===== config.mk =====
export PLATFORM = sky130hd
export DESIGN_NAME = dfe_cfg_sequencer
export DESIGN_NICKNAME = d
export VERILOG_FILES = /design/src/rtl/dfe_cfg_sequencer.sv
export SDC_FILE = /design/constraint.sdc
export NUM_CORES = 1
export LEC_CHECK = 0
export BUFFER_PORTS_ARGS = -buffer_cell sky130_fd_sc_hd__buf_4
export CAP_MARGIN = 15
export CELL_PAD_IN_SITES_DETAIL_PLACEMENT = 1
export CELL_PAD_IN_SITES_GLOBAL_PLACEMENT = 2
export CORE_ASPECT_RATIO = 1.5
export CORE_MARGIN = 3
export CORE_UTILIZATION = 31
export CTS_CLUSTER_SIZE = 24
export DETAILED_ROUTE_END_ITERATION = 16
export PLACE_DENSITY_LB_ADDON = 0.1
export REMOVE_ABC_BUFFERS = 1
export SYNTH_ARGS = -nofsm -noshare
export SYNTH_HDL_FRONTEND = slang
export SYNTH_SLANG_ARGS = --single-unit

===== constraint.sdc =====
create_clock -name CLK -period 2.7 [get_ports CLK]
set_input_delay 0.405 -clock CLK [delete_from_list [all_inputs] [get_ports CLK]]
set_output_delay 0.405 -clock CLK [all_outputs]
set_load 0.01 [all_outputs]

===== src/rtl/dfe_cfg_sequencer.sv =====
// Register-mapped configuration controller and apply/stop sequencer for the DFE chain.
// Shadow registers are written over an APB-subset port and committed atomically between a drain and a warm-up.
module dfe_cfg_sequencer #(
    parameter int DATA_WIDTH    = 16,
    parameter int DRAIN_CYCLES  = 64,
    parameter int WARMUP_CYCLES = 256
) (
    input  logic                    CLK,
    input  logic                    RST,
    input  logic                    PSEL,
    input  logic                    PENABLE,
    input  logic                    PWRITE,
    input  logic [3:0]              PADDR,
    input  logic [DATA_WIDTH-1:0]   PWDATA,
    output logic [DATA_WIDTH-1:0]   PRDATA,
    output logic                    PREADY,
    output logic [5*DATA_WIDTH-1:0] filter_coeff_notch_1,
    output logic [5*DATA_WIDTH-1:0] filter_coeff_notch_2,
    output logic [2:0]              CIC_Decimation_Factor,
    output logic                    FD_EN,
    output logic                    CLKDIV_EN,
    output logic                    NOTCH_EN_1,
    output logic                    NOTCH_EN_2,
    output logic                    CIC_EN,
    output logic                    FD_bypass,
    output logic                    NOTCH_bypass_1,
    output logic                    NOTCH_bypass_2,
    output logic                    CIC_bypass,
    output logic                    out_mute
);

    typedef enum logic [2:0] {
        S_IDLE   = 3'd0,
        S_DRAIN  = 3'd1,
        S_LOAD   = 3'd2,
        S_ENABLE = 3'd3,
        S_WARMUP = 3'd4,
        S_RUN    = 3'd5
    } state_t;

    localparam int MAX_CYCLES = (DRAIN_CYCLES > WARMUP_CYCLES) ? DRAIN_CYCLES : WARMUP_CYCLES;
    // The shared counter also steps through the five enable stages, so it never drops below 3 bits.
    localparam int CNT_BASE = $clog2(MAX_CYCLES) + 1;
    localparam int CNT_W    = (CNT_BASE < 3) ? 3 : CNT_BASE;
    localparam logic [CNT_W-1:0] DRAIN_LAST  = CNT_W'(DRAIN_CYCLES - 1);
    localparam logic [CNT_W-1:0] WARMUP_LAST = CNT_W'(WARMUP_CYCLES - 1);
    localparam logic [CNT_W-1:0] ENABLE_LAST = CNT_W'(4);

    state_t              state, state_next;
    logic [CNT_W-1:0]    cnt, cnt_next;
    logic                stopping, stopping_next;
    logic                apply_pending, pending_next;
    logic                cfg_err, err_next;
    logic                commit;

    logic [DATA_WIDTH-1:0] shadow_coeff [10];
    logic [DATA_WIDTH-1:0] active_coeff [10];
    logic [3:0]            shadow_bypass, active_bypass;
    logic [2:0]            shadow_k, active_k;

    logic       wr_en, cmd_wr, cmd_apply, cmd_stop, cmd_clr, k_bad, busy, pending_now;
    logic [4:0] stage_en;

    assign PREADY    = !(PSEL && (PADDR <= 4'd10) && (state == S_LOAD));
    assign wr_en     = PSEL && PENABLE && PWRITE && PREADY;
    assign cmd_wr    = wr_en && (PADDR == 4'd11);
    assign cmd_apply = cmd_wr && PWDATA[0];
    assign cmd_stop  = cmd_wr && PWDATA[1];
    assign cmd_clr   = cmd_wr && PWDATA[2];
    assign k_bad     = shadow_k > 3'd4;
    assign busy      = (state != S_IDLE) && (state != S_RUN);
    assign pending_now = apply_pending || cmd_apply;

    // NOTE: every signal driven here gets a default first, so no path can infer a latch.
    always_comb begin
        state_next    = state;
        cnt_next      = cnt;
        stopping_next = stopping;
        pending_next  = apply_pending;
        err_next      = cfg_err;
        commit        = 1'b0;
        if (cmd_clr) err_next = 1'b0;
        if (cmd_stop) begin
            state_next    = S_DRAIN;
            cnt_next      = '0;
            stopping_next = 1'b1;
            pending_next  = 1'b0;
        end else begin
            case (state)
                S_IDLE, S_RUN: begin
                    if (cmd_apply) begin
                        if (k_bad) begin
                            err_next = 1'b1;
                        end else begin
                            state_next    = S_DRAIN;
                            cnt_next      = '0;
                            stopping_next = 1'b0;
                        end
                    end
                end
                S_DRAIN: begin
                    if (cmd_apply) pending_next = 1'b1;
                    if (cnt == DRAIN_LAST) begin
                        state_next = stopping ? S_IDLE : S_LOAD;
                        cnt_next   = '0;
                    end else begin
                        cnt_next = cnt + CNT_W'(1);
                    end
                end
                S_LOAD: begin
                    if (cmd_apply) pending_next = 1'b1;
                    state_next = S_ENABLE;
                    cnt_next   = '0;
                    commit     = 1'b1;
                end
                S_ENABLE: begin
                    if (cmd_apply) pending_next = 1'b1;
                    if (cnt == ENABLE_LAST) begin
                        state_next = S_WARMUP;
                        cnt_next   = '0;
                    end else begin
                        cnt_next = cnt + CNT_W'(1);
                    end
                end
                S_WARMUP: begin
                    if (cmd_apply) pending_next = 1'b1;
                    if (cnt == WARMUP_LAST) begin
                        cnt_next   = '0;
                        state_next = S_RUN;
                        // A queued apply skips RUN entirely so the output never unmutes in between.
                        if (pending_now) begin
                            pending_next = 1'b0;
                            if (k_bad) begin
                                err_next = 1'b1;
                            end else begin
                                state_next    = S_DRAIN;
                                stopping_next = 1'b0;
                            end
                        end
                    end else begin
                        cnt_next = cnt + CNT_W'(1);
                    end
                end
                default: begin
                    state_next = S_IDLE;
                    cnt_next   = '0;
                end
            endcase
        end
    end

    // NOTE: sequential state uses non-blocking assignments so every register samples pre-edge values.
    always_ff @(posedge CLK) begin
        if (!RST) begin
            state         <= S_IDLE;
            cnt           <= '0;
            stopping      <= 1'b0;
            apply_pending <= 1'b0;
            cfg_err       <= 1'b0;
            // NOTE: the coefficient arrays are reset because their reset value is architecturally visible.
            for (int i = 0; i < 10; i++) begin
                shadow_coeff[i] <= '0;
                active_coeff[i] <= '0;
            end
            shadow_bypass <= 4'hF;
            active_bypass <= 4'hF;
            shadow_k      <= 3'd0;
            active_k      <= 3'd0;
        end else begin
            state         <= state_next;
            cnt           <= cnt_next;
            stopping      <= stopping_next;
            apply_pending <= pending_next;
            cfg_err       <= err_next;
            for (int i = 0; i < 10; i++) begin
                if (wr_en && (PADDR == 4'(i))) shadow_coeff[i] <= PWDATA;
            end
            if (wr_en && (PADDR == 4'd10)) begin
                shadow_bypass <= PWDATA[3:0];
                shadow_k      <= PWDATA[6:4];
            end
            if (commit) begin
                active_coeff  <= shadow_coeff;
                active_bypass <= shadow_bypass;
                active_k      <= shadow_k;
            end
        end
    end

    always_comb begin
        PRDATA = '0;
        if (PSEL && !PWRITE) begin
            for (int i = 0; i < 10; i++) begin
                if (PADDR == 4'(i)) PRDATA = shadow_coeff[i];
            end
            if (PADDR == 4'd10) PRDATA = DATA_WIDTH'({shadow_k, shadow_bypass});
            if (PADDR == 4'd12) PRDATA = DATA_WIDTH'({apply_pending, cfg_err, state, busy});
        end
    end

    always_comb begin
        stage_en = '0;
        out_mute = 1'b1;
        case (state)
            S_ENABLE: begin
                for (int i = 0; i < 5; i++) stage_en[i] = (cnt >= CNT_W'(i));
            end
            S_WARMUP: stage_en = '1;
            S_RUN: begin
                stage_en = '1;
                out_mute = 1'b0;
            end
            default: ;
        endcase
    end

    assign FD_EN      = stage_en[0];
    assign CLKDIV_EN  = stage_en[1];
    assign NOTCH_EN_1 = stage_en[2];
    assign NOTCH_EN_2 = stage_en[3];
    assign CIC_EN     = stage_en[4];

    assign filter_coeff_notch_1 = {active_coeff[0], active_coeff[1], active_coeff[2],
                                   active_coeff[3], active_coeff[4]};
    assign filter_coeff_notch_2 = {active_coeff[5], active_coeff[6], active_coeff[7],
                                   active_coeff[8], active_coeff[9]};
    assign CIC_Decimation_Factor = active_k;
    assign FD_bypass      = active_bypass[0];
    assign NOTCH_bypass_1 = active_bypass[1];
    assign NOTCH_bypass_2 = active_bypass[2];
    assign CIC_bypass     = active_bypass[3];

endmodule


==> flow_results.xml <==
<?xml version="1.0" encoding="UTF-8"?>
<metrics>
  <group name="routing">
    <metric name="drt-wirelength-per-cell" unit="um">21.98</metric>
    <metric name="drc_errors" unit="">0</metric>
    <metric name="drt_first_pass_iters" unit="">5</metric>
    <metric name="detail-route-antenna-nets" unit="">0</metric>
    <metric name="post_drt_via_cell_ratio" unit="">5.121</metric>
    <metric name="detailed_router_s_first_iteration_violation_count" unit="">673</metric>
    <metric name="drt_wl_total" unit="mm">55.97</metric>
    <metric name="detailroute.via_count" unit="">13040</metric>
  </group>
  <group name="grt">
    <metric name="grt_max_degree" unit="">85</metric>
    <metric name="grt_use_total" unit="">0.2212</metric>
    <metric name="final_global_route_overflow_total" unit="">0</metric>
    <metric name="grt_first_pass_wirelength" unit="mm">85.41</metric>
    <metric name="antenna_found_initial" unit="">0</metric>
    <metric name="via_count_of_the_first_global_routing_pass" unit="">13740</metric>
  </group>
  <group name="placement">
    <metric name="dp_hpwl" unit="mm">39.98</metric>
    <metric name="placedInstanceArea" unit="mm^2">0.01707</metric>
    <metric name="gp_congestion" unit="">0.8138</metric>
    <metric name="io_buffers" unit="">214</metric>
  </group>
  <group name="synthesis">
    <metric name="synth_seq_cells" unit="">349</metric>
    <metric name="synth_ff_type" unit="">sky130_fd_sc_hd__dfxtp_1</metric>
    <metric name="synth_enable_flop_cells" unit="">0</metric>
    <metric name="synth_async_sr_flop_share" unit="">0</metric>
    <metric name="syn-mean-instance-area" unit="um^2">8.443</metric>
    <metric name="synthesis.instances" unit="">1719</metric>
    <metric name="yosysTopAreaCellShare" unit="">0.4814</metric>
    <metric name="synthMostInstantiatedCell" unit="">sky130_fd_sc_hd__nand2_1</metric>
    <metric name="netlist.top_cell.by_area" unit="">sky130_fd_sc_hd__dfxtp_1</metric>
    <metric name="seq_area_frac_synth" unit="">0.4814</metric>
    <metric name="ys.warnings.count" unit="">0</metric>
    <metric name="synthTopCellsByCount" unit="">sky130_fd_sc_hd__nand2_1, sky130_fd_sc_hd__dfxtp_1, sky130_fd_sc_hd__a21oi_1</metric>
    <metric name="synth_cell_types" unit="">69</metric>
    <metric name="synth.cell_area" unit="mm^2">0.01451</metric>
    <metric name="synthTopCellsByArea" unit="">sky130_fd_sc_hd__dfxtp_1, sky130_fd_sc_hd__nand2_1, sky130_fd_sc_hd__mux2i_1</metric>
  </group>
  <group name="clock_tree">
    <metric name="cts_tree" unit="">built</metric>
    <metric name="cts_inserted_buffers" unit="">39</metric>
    <metric name="post-cts-setup-buffers" unit="">0</metric>
    <metric name="clockBufferDepth" unit="">3</metric>
    <metric name="ctsHoldBuffers" unit="">0</metric>
    <metric name="cts_num_sinks" unit="">349</metric>
    <metric name="worstSkewPairLatency" unit="ns">0.54</metric>
    <metric name="cts-root-buf" unit="">sky130_fd_sc_hd__clkbuf_16</metric>
    <metric name="cts.reportedPaths.clkPinSlew" unit="ns">0.06</metric>
    <metric name="htree_levels" unit="">2</metric>
  </group>
  <group name="critical_path">
    <metric name="cp_slowest_stage_delay" unit="ns">0.55</metric>
    <metric name="crit_family" unit="">simple AND/OR/NAND/NOR gates</metric>
    <metric name="critPathBufInv" unit="">2</metric>
    <metric name="cp.required" unit="ns">2.30</metric>
    <metric name="slowest_stage_cell_on_the_critical_path" unit="">sky130_fd_sc_hd__nor3b_2</metric>
    <metric name="worst-setup-path-type" unit="">reg -&gt; out</metric>
    <metric name="arrival" unit="ns">2.27</metric>
    <metric name="start_kind" unit="">flop</metric>
    <metric name="critical_path.endpoint_type" unit="">output pin</metric>
    <metric name="worst-path-max-fanout" unit="">13</metric>
    <metric name="crit_path_cell_trace" unit="">nor3b_2 &gt; o211a_4 &gt; inv_1 &gt; buf_4</metric>
  </group>
  <group name="timing">
    <metric name="tightestPinTransition" unit="ns">0.5996</metric>
    <metric name="setup-violations-final" unit="">0</metric>
    <metric name="finalHoldViolations" unit="">0</metric>
    <metric name="final_period_minus_worst_setup_slack" unit="ns">2.670</metric>
    <metric name="slew-limit-headroom" unit="">0.5981</metric>
    <metric name="finClkSkew" unit="ns">0.02473</metric>
    <metric name="grt_setup_unrepaired" unit="">yes</metric>
    <metric name="drv_slew" unit="">0</metric>
    <metric name="setup_total_negative_slack" unit="ns">0</metric>
    <metric name="timing.final.crit_share" unit="">0.9891</metric>
    <metric name="fmax" unit="MHz">374.5</metric>
  </group>
  <group name="power">
    <metric name="p_per_area" unit="mW/mm^2">639.6</metric>
    <metric name="power_frac_seq" unit="">0.441</metric>
    <metric name="power.share.clock" unit="">0.496</metric>
    <metric name="power.switching" unit="mW">2.796</metric>
    <metric name="worst_vdd_rail_ir_drop" unit="uV">368.1</metric>
    <metric name="internal_power" unit="mW">9.044</metric>
    <metric name="p_sw_frac" unit="">0.2362</metric>
    <metric name="pwr-share-comb" unit="">0.063</metric>
    <metric name="cellLeakagePower" unit="nW">6.722</metric>
  </group>
  <group name="floorplanning">
    <metric name="die-width" unit="um">182.7</metric>
    <metric name="die-area" unit="mm^2">0.04950</metric>
    <metric name="dieHeight" unit="um">271.0</metric>
    <metric name="placeableCoreArea" unit="mm^2">0.04600</metric>
    <metric name="initial_utilization" unit="">0.3155</metric>
    <metric name="ios" unit="">215</metric>
    <metric name="placement_rows" unit="">96</metric>
  </group>
  <group name="cells_and_area">
    <metric name="n_fill_cell" unit="">5427</metric>
    <metric name="area.growth.synth_to_final" unit="%">27.56</metric>
    <metric name="postLayoutCellArea" unit="mm^2">0.01851</metric>
    <metric name="n_antenna_cell" unit="">0</metric>
    <metric name="seq_area" unit="mm^2">0.006995</metric>
    <metric name="final_nets" unit="">1960</metric>
    <metric name="multi_input_area" unit="mm^2">0.006864</metric>
    <metric name="drive_gt1_frac" unit="">0.2180</metric>
  </group>
  <group name="run_status">
    <metric name="outcome" unit="">complete, no violations</metric>
  </group>
  <group name="worst_hold_path">
    <metric name="min-delay-path-class" unit="">in -&gt; reg</metric>
  </group>
  <group name="job">
    <metric name="max_cap_violations" unit="">0</metric>
  </group>
</metrics>
-- through the flow --
step,setup WS (ns),util,power [mW],cells,hold WS (ns)
after detailed placement,-0.1630,0.3711,6.072,2477,0.4499
after floorplan,-2.725,-,5.648,1586,0.4394
final,0.02950,0.4024,11.84,2547,0.1721
after CTS,0.001154,0.4020,11.99,2547,0.1477
after global routing,-0.06145,0.4024,12.27,2547,0.1538
after global placement,-0.1673,0.3711,6.071,2477,0.4461
-- cell usage in the layout (no fill, tap or decap), types with 6 or more instances in the layout --
cell type                   count
sky130_fd_sc_hd__nor2b_1       11
sky130_fd_sc_hd__dfxtp_1      342
sky130_fd_sc_hd__nand2b_1       7
sky130_fd_sc_hd__inv_1         14
sky130_fd_sc_hd__nand3_1       14
sky130_fd_sc_hd__mux4_2        13
sky130_fd_sc_hd__nand2_1      470
sky130_fd_sc_hd__o22ai_1        8
sky130_fd_sc_hd__nor2_1       145
sky130_fd_sc_hd__bufinv_16      9
sky130_fd_sc_hd__nor3_1         8
sky130_fd_sc_hd__a31oi_1        6
sky130_fd_sc_hd__mux2i_1      131
sky130_fd_sc_hd__o21ai_0       23
sky130_fd_sc_hd__clkinv_2       8
sky130_fd_sc_hd__dfxtp_2        7
sky130_fd_sc_hd__a221oi_1       7
sky130_fd_sc_hd__clkbuf_16     39
sky130_fd_sc_hd__a21oi_1      251
sky130_fd_sc_hd__a211oi_1      10
sky130_fd_sc_hd__and3_1         6
sky130_fd_sc_hd__o221ai_1       6
sky130_fd_sc_hd__buf_12        13
sky130_fd_sc_hd__buf_4        288
sky130_fd_sc_hd__xnor2_1        6
sky130_fd_sc_hd__mux2_2         7
-- flip-flops by register name (all words and copies together) (netlist names), 3 cells and up --
register and flops:
state 3, filter_coeff_notch_2 80, CIC_Decimation_Factor 3, shadow_bypass 4
active_bypass 4, cnt 9, shadow_k 3, filter_coeff_notch_1 80
shadow_coeff 160
-- logic make-up after synthesis --
kind of cell	count (synthesis)	synth area share
multiplexers	152	0.1166
XOR/XNOR	6	0.003621
flip-flops	349	0.4814
buffers and inverters	150	0.04794
AND/OR/NAND/NOR	708	0.2090
adder cells (fa/ha/maj)	5	0.004311
AO/OA/AOI/OAI	349	0.1371
-- worst reg2reg max path: cells and delay by family, from the launching register on --
family                 cells  cell delay (ns)
flip-flops                 1             0.46
AND/OR/NAND/NOR            3             1.15
buffers and inverters      2             0.61
AO/OA/AOI/OAI              1             0.13
-- path summary, 6_finish.rpt --
kind                                            endpoint  slack [ns]               startpoint  cells past startpoint
worst max-delay path                              PREADY        0.03                 state[2]                      4
worst min-delay path                    shadow_bypass[1]        0.17                      RST                      2
worst max register to register  filter_coeff_notch_2[11]        0.30                 state[2]                      6
worst min register to register   filter_coeff_notch_2[0]        0.45  filter_coeff_notch_2[0]                      2
-- power by group through the flow --
stage	Combinational, mW	Sequential [mW]	Clock, mW
3_5_place_dp	0.743	5.33	0
4_1_cts	0.748	5.21	6.03
2_1_floorplan	0.325	5.32	0
6_report	0.746	5.22	5.88
3_3_place_gp	0.741	5.33	0
5_1_grt	0.806	5.22	6.24
-- metal layers --
layer	vias up	global-route usage	part of all wire
met5	-	0	0
met3	82	0.02784	0.033
met1	6467	0.2718	0.42
met2	270	0.4036	0.52
li1	6223	-	-
met4	0	0.05958	0.025
-- cell type report --
type	count	share of cell area
inverters	17	0.003852
repair buffers	303	0.1321
flip-flops and latches	349	0.3779
multi-input cells	1220	0.3708
clock inverters	22	0.01899
clock buffers	48	0.05670
well taps	588	0.03974
-- timing repair --
action / in CTS / in global routing
endpoints found under the setup margin: 4 / 10
gates resized for setup: 7 / 11
pin swaps: 0 / 0
(Power assumes the default switching activity.)
